===== src/rtl/cve2_multdiv_arbiter.sv =====
// Arbitrates the shared multiplier/divider between ID/EX (port 0) and the coprocessor path (port 1).
// Latency: accept at T drives the unit from T+1; the response is valid one cycle after the unit's valid_i.
// Backpressure: one operation in flight; no new grant until the response is accepted or flushed.
module cve2_multdiv_arbiter #(
  parameter int unsigned MaxCycles = 40
) (
  input  logic        clk_i,
  input  logic        rst_ni,
  // requester side; port r occupies slice [r*W +: W] of the packed per-port buses
  input  logic [1:0]  req_valid_i,
  output logic [1:0]  req_ready_o,
  input  logic [1:0]  req_mult_i,
  input  logic [3:0]  req_operator_i,
  input  logic [3:0]  req_signed_mode_i,
  input  logic [63:0] req_op_a_i,
  input  logic [63:0] req_op_b_i,
  output logic [1:0]  resp_valid_o,
  input  logic [1:0]  resp_ready_i,
  output logic [31:0] resp_result_o,
  output logic        resp_err_o,
  input  logic        flush_i,
  // unit side; operator_o carries the md_op_e encoding unchanged
  output logic        mult_en_o,
  output logic        div_en_o,
  output logic        mult_sel_o,
  output logic        div_sel_o,
  output logic [1:0]  operator_o,
  output logic [1:0]  signed_mode_o,
  output logic [31:0] op_a_o,
  output logic [31:0] op_b_o,
  output logic        multdiv_ready_id_o,
  input  logic        valid_i,
  input  logic [31:0] result_i,
  output logic [5:0]  last_latency_o
);

  typedef enum logic [1:0] {IDLE, BUSY, RESP, DRAIN} state_e;

  localparam logic [5:0] CntLimit = 6'(MaxCycles - 1);

  state_e      state_q, state_d;
  logic        prio_q;
  logic        owner_q;
  logic        op_mult_q;
  logic [1:0]  op_operator_q;
  logic [1:0]  op_signed_q;
  logic [31:0] op_a_q;
  logic [31:0] op_b_q;
  logic [5:0]  cnt_q;
  logic [31:0] result_q;
  logic        err_q;
  logic [5:0]  last_lat_q;

  logic [1:0]  eligible;
  logic [1:0]  grant;
  logic        accept;
  logic        accept_port;
  logic        flush_own;
  logic        busy;
  logic        resp;

  // In IDLE a flush masks port 0's request; flush never touches port 1.
  assign eligible    = {req_valid_i[1], req_valid_i[0] & ~flush_i};
  assign flush_own   = flush_i & ~owner_q;
  assign accept      = |grant;
  assign accept_port = grant[1];
  assign busy        = (state_q == BUSY);
  assign resp        = (state_q == RESP);

  // Round-robin grant: prio breaks ties, a lone requester always wins.
  always_comb begin
    grant = 2'b00;
    if (state_q == IDLE) begin
      if (&eligible) begin
        grant = prio_q ? 2'b10 : 2'b01;
      end else begin
        grant = eligible;
      end
    end
  end

  assign req_ready_o = grant;

  // Next-state logic; flush of port 0 beats valid_i, valid_i beats the watchdog.
  always_comb begin
    state_d = state_q;
    unique case (state_q)
      IDLE: if (accept) state_d = BUSY;
      BUSY: begin
        if (flush_own)              state_d = DRAIN;
        else if (valid_i)           state_d = RESP;
        else if (cnt_q == CntLimit) state_d = DRAIN;
      end
      RESP: begin
        if (flush_own)                  state_d = IDLE;
        else if (resp_ready_i[owner_q]) state_d = IDLE;
      end
      DRAIN: state_d = err_q ? RESP : IDLE;
      default: state_d = IDLE;
    endcase
  end

  // State register.
  always_ff @(posedge clk_i or negedge rst_ni) begin
    if (!rst_ni) begin
      state_q <= IDLE;
    end else begin
      state_q <= state_d;
    end
  end

  // Operation capture, busy counter, result/err capture and latency record.
  always_ff @(posedge clk_i or negedge rst_ni) begin
    if (!rst_ni) begin
      prio_q        <= 1'b0;
      owner_q       <= 1'b0;
      op_mult_q     <= 1'b0;
      op_operator_q <= 2'b00;
      op_signed_q   <= 2'b00;
      op_a_q        <= '0;
      op_b_q        <= '0;
      cnt_q         <= '0;
      result_q      <= '0;
      err_q         <= 1'b0;
      last_lat_q    <= '0;
    end else begin
      unique case (state_q)
        IDLE: begin
          if (accept) begin
            owner_q       <= accept_port;
            prio_q        <= ~accept_port;
            op_mult_q     <= req_mult_i[accept_port];
            op_operator_q <= accept_port ? req_operator_i[3:2]    : req_operator_i[1:0];
            op_signed_q   <= accept_port ? req_signed_mode_i[3:2] : req_signed_mode_i[1:0];
            op_a_q        <= accept_port ? req_op_a_i[63:32]      : req_op_a_i[31:0];
            op_b_q        <= accept_port ? req_op_b_i[63:32]      : req_op_b_i[31:0];
            cnt_q         <= '0;
            result_q      <= '0;
            err_q         <= 1'b0;
          end
        end
        BUSY: begin
          cnt_q <= (cnt_q == 6'd63) ? cnt_q : cnt_q + 6'd1;
          // A flushed operation leaves err clear so DRAIN returns to IDLE silently.
          if (!flush_own) begin
            if (valid_i) begin
              result_q   <= result_i;
              last_lat_q <= cnt_q + 6'd1;
            end else if (cnt_q == CntLimit) begin
              result_q <= '0;
              err_q    <= 1'b1;
            end
          end
        end
        default: ;
      endcase
    end
  end

  // Unit interface is driven only while BUSY; everything else sees zeros.
  assign mult_en_o          = busy & op_mult_q;
  assign mult_sel_o         = busy & op_mult_q;
  assign div_en_o           = busy & ~op_mult_q;
  assign div_sel_o          = busy & ~op_mult_q;
  assign multdiv_ready_id_o = busy;
  assign operator_o         = busy ? op_operator_q : 2'b00;
  assign signed_mode_o      = busy ? op_signed_q   : 2'b00;
  assign op_a_o             = busy ? op_a_q        : '0;
  assign op_b_o             = busy ? op_b_q        : '0;

  assign resp_valid_o   = resp ? (owner_q ? 2'b10 : 2'b01) : 2'b00;
  assign resp_result_o  = resp ? result_q : '0;
  assign resp_err_o     = resp & err_q;
  assign last_latency_o = last_lat_q;

endmodule


===== config.mk =====
export PLATFORM = sky130hd
export DESIGN_NAME = cve2_multdiv_arbiter
export DESIGN_NICKNAME = d
export VERILOG_FILES = /design/src/rtl/cve2_multdiv_arbiter.sv
export SDC_FILE = /design/constraint.sdc
export NUM_CORES = 1
export LEC_CHECK = 0
export CAP_MARGIN = 20
export CORE_MARGIN = 1
export CORE_UTILIZATION = 43
export CTS_BUF_LIST = sky130_fd_sc_hd__clkbuf_4
export CTS_CLUSTER_DIAMETER = 150
export DETAILED_ROUTE_END_ITERATION = 8
export PLACE_DENSITY = 0.86
export REMOVE_ABC_BUFFERS = 1
export SLEW_MARGIN = 20
export SYNTH_ARGS = -nofsm -noshare
export SYNTH_HDL_FRONTEND = slang
export SYNTH_SLANG_ARGS = --single-unit

===== constraint.sdc =====
create_clock -name clk_i -period 4.8 [get_ports clk_i]
set_input_delay 0.96 -clock clk_i [delete_from_list [all_inputs] [get_ports clk_i]]
set_output_delay 0.96 -clock clk_i [all_outputs]
set_load 0.03 [all_outputs]

==> results.json <==
{
  "antenna_left": 0,
  "slew-limit-headroom_pct": 45.6,
  "root_buffer": "clkbuf_4",
  "cts_max_path_buffers": 2,
  "path_class": "flop to output port",
  "syn_to_final_growth_pct": 55.8,
  "crit_path_end_kind": "output port",
  "postSynthRegisterBits": 118,
  "die_w_um": 118,
  "reg2reg_depth": 6,
  "firstDrtPassIters": 9,
  "globalplace.congestion": 0.808,
  "async_reset_ff_share_pct": 100,
  "grt_pass1_wl_um": 28600,
  "period_share_pct": 78.8,
  "period_needed_ns": 3.78,
  "rsz0062_at_grt": "no",
  "final_core_utilization_pct": 68.4,
  "clock-skew-final_ns": 0.0112,
  "numClockSinks": 118,
  "grt-ovfl-total": 0,
  "dp_hpwl_um": 11900,
  "vias": 5556,
  "routedWlPerCell_um": 17.0,
  "grt_usage_pct": 26.2,
  "rows": 42,
  "synth_edf_count": 0,
  "slew_violations": 0,
  "cts_tree": "yes",
  "vias_per_cell": 5.33,
  "setup_viol": 0,
  "diodes": 0,
  "timing.critical_path.buf_inv": 3,
  "dieArea_mm2": 0.0139,
  "worstPathMaxFanout": 69,
  "postCtsSetupBuffers": 0,
  "hold_viol": 0,
  "netlist_area_mm2": 0.00579,
  "drc": 0,
  "r2r_end": "result_q[9]",
  "antenna_found_initial": 0,
  "fin_nets": 1032,
  "r2r_setup_slack_ns": 2.70,
  "placed_area_mm2": 0.00874,
  "h-tree-depth": 4,
  "cp_slowest_cell": "clkdlybuf4s50_1",
  "r2r_start": "cnt_q[0]",
  "hp-class": "flop to flop",
  "cts.reportedPaths.clkPinSlew_ns": 0.10,
  "synth_cell_types": 41,
  "timing.fmax_mhz": 264,
  "wl_um": 17700,
  "seq_area_frac_synth_pct": 51.0,
  "syn_inst": 587,
  "leakage_nw": 4.05,
  "startpoint_type": "flop",
  "cap_violations": 0,
  "drive_gt1_share_pct": 5.43,
  "status": "complete, no violations",
  "worstPathRequired_ns": 3.84,
  "yosys_warnings": 0,
  "syn_area_per_cell_um2": 9.87,
  "critical_path_depth": 5,
  "core_area_mm2": 0.0132,
  "crit_path_cell_trace": "nand2b_1 -> inv_2 -> buf_12 -> and2_1 -> clkdlybuf4s50_1",
  "crit_family": "buffers and inverters",
  "clk_latency_ns": 0.52,
  "synth_ff_type": "dfrtp_1",
  "numCtsBuffers": 17,
  "max_stage_delay_ns": 0.71,
  "initial_core_util_pct": 43.9,
  "endpoint": "op_b_o[1]",
  "first_global_vias": 5574,
  "die_h_um": 118,
  "grt_max_degree": 91,
  "portBuffers": 293,
  "vdd_ir_drop_max_mv": 0.327,
  "io_pins": 294,
  "first_iter_violations": 599,
  "setup_tns_ns": 0,
  "pwr_density_cell_mw_per_mm2": 523,
  "worst_slew_pin_slew_ns": 0.816,
  "cts_resized": 0,
  "cts_hold_buf": 0,
  "critPathLaunch": "state_q[0]",
  "critPathArrivalTime_ns": 2.82,
  "design_area_mm2": 0.00902
}
==> state kept, by name, summed over array words and instances, names as in the netlist, 2 cells and up <==
register and cells:
op_b_q 32, op_a_q 32, last_latency_o 6, op_signed_q 2, result_q 32, cnt_q 6, state_q 2, op_operator_q 2
==> kinds of logic (layout without fill, tap and decap cells) <==
family,after synthesis,count (layout),synth area share (%)
flip-flops,118,118,51.0
AO/OA/AOI/OAI,127,127,18.1
multiplexers,3,3,0.562
AND/OR/NAND/NOR,207,207,19.4
adder cells (fa/ha/maj),1,1,0.216
buffers and inverters,127,406,10.2
XOR/XNOR,4,4,0.605
==> per-layer routing <==
metal	vias to the layer above	global-route usage, %	part of all wire (%)
met1	2653	30.5	39
met3	45	8.19	7.7
met4	0	14.1	3.8
met2	260	43.2	50
li1	2598	-	-
met5	-	0	0
==> stage by stage <==
step,hold WS (ns),total power [mW],setup slack (ns),std cells
2_1_floorplan,0.451,2.97,-0.190,533
3_3_place_gp,0.462,3.95,1.14,1010
3_5_place_dp,0.471,4.02,1.12,1010
4_1_cts,0.495,4.76,0.923,1042
5_1_grt,0.511,5.03,0.764,1042
6_report,0.486,4.72,1.02,1042
==> worst register-to-register path, cell delays in order, from the launching register on <==
cell and delay (ns):
dfrtp_1 0.45, ha_1 0.34, a31o_2 0.32, o2111ai_4 0.10
buf_4 0.51, nand3_1 0.18, o21ai_1 0.12
==> synth_stat cells (2+ instances only) <==
library cell,instances,area share (%)
a21oi_1,3,0.26
a222oi_1,69,12
a31oi_1,2,0.22
and2_1,103,11
buf_2,21,1.8
buf_4,4,0.52
buf_6,8,1.6
clkbuf_1,19,1.2
dfrtp_1,118,51
inv_1,72,4.7
mux2_2,2,0.39
nand2_1,43,2.8
nand2b_1,2,0.22
nand3_1,37,3.2
nor2_1,13,0.84
nor3_1,3,0.26
o21a_1,2,0.26
o21ai_0,14,1.2
o21ai_1,28,2.4
xnor2_1,3,0.45
==> worst min path at each step <==
| stage | from | end | slack [ns] | cells past startpoint |
|---|---|---|---|---|
| 3_5_place_dp | op_b_q[12] | op_b_q[12] | 0.47 | 2 |
| 3_3_place_gp | last_latency_o[2] | last_latency_o[2] | 0.46 | 2 |
| 4_1_cts | last_latency_o[5] | last_latency_o[5] | 0.49 | 2 |
| 5_1_grt | op_b_q[27] | op_b_q[27] | 0.51 | 2 |
| 6_report | last_latency_o[5] | last_latency_o[5] | 0.49 | 2 |
| 2_1_floorplan | op_a_q[0] | op_a_q[0] | 0.45 | 2 |
==> report_power, final <==
| part | leakage [nW] | switching (mW) | internal, mW |
|---|---|---|---|
| Combinational | 2.36 | 1.39 | 1.01 |
| Sequential | 1.52 | 0.227 | 1.36 |
| Clock | 0.157 | 0.368 | 0.361 |
==> layout by cell type (no fill, tap or decap), types with 2 or more instances in the layout <==
master and instances:
a21oi_1 3, a222oi_1 69, a31oi_1 2, and2_1 103, buf_12 3, buf_4 6
bufinv_16 3, clkbuf_4 19, clkdlybuf4s50_1 292, clkinv_1 5, clkinv_2 4, dfrtp_1 118
inv_1 72, mux2_2 2, nand2_1 43, nand2b_1 2, nand3_1 37, nor2_1 13
nor3_1 3, o21a_1 2, o21ai_0 14, o21ai_1 27, xnor2_1 3
==> area by class of cell <==
cell class / instances / area [µm²]
Fill cell: 1027 / 4170
Timing Repair Buffer: 301 / 3030
Sequential cell: 118 / 2950
Multi-Input combinational cell: 342 / 2270
Inverter: 73 / 274
Tap cell: 176 / 220
Clock buffer: 19 / 143
Clock inverter: 13 / 138
Power figures use the tool's default switching activity.
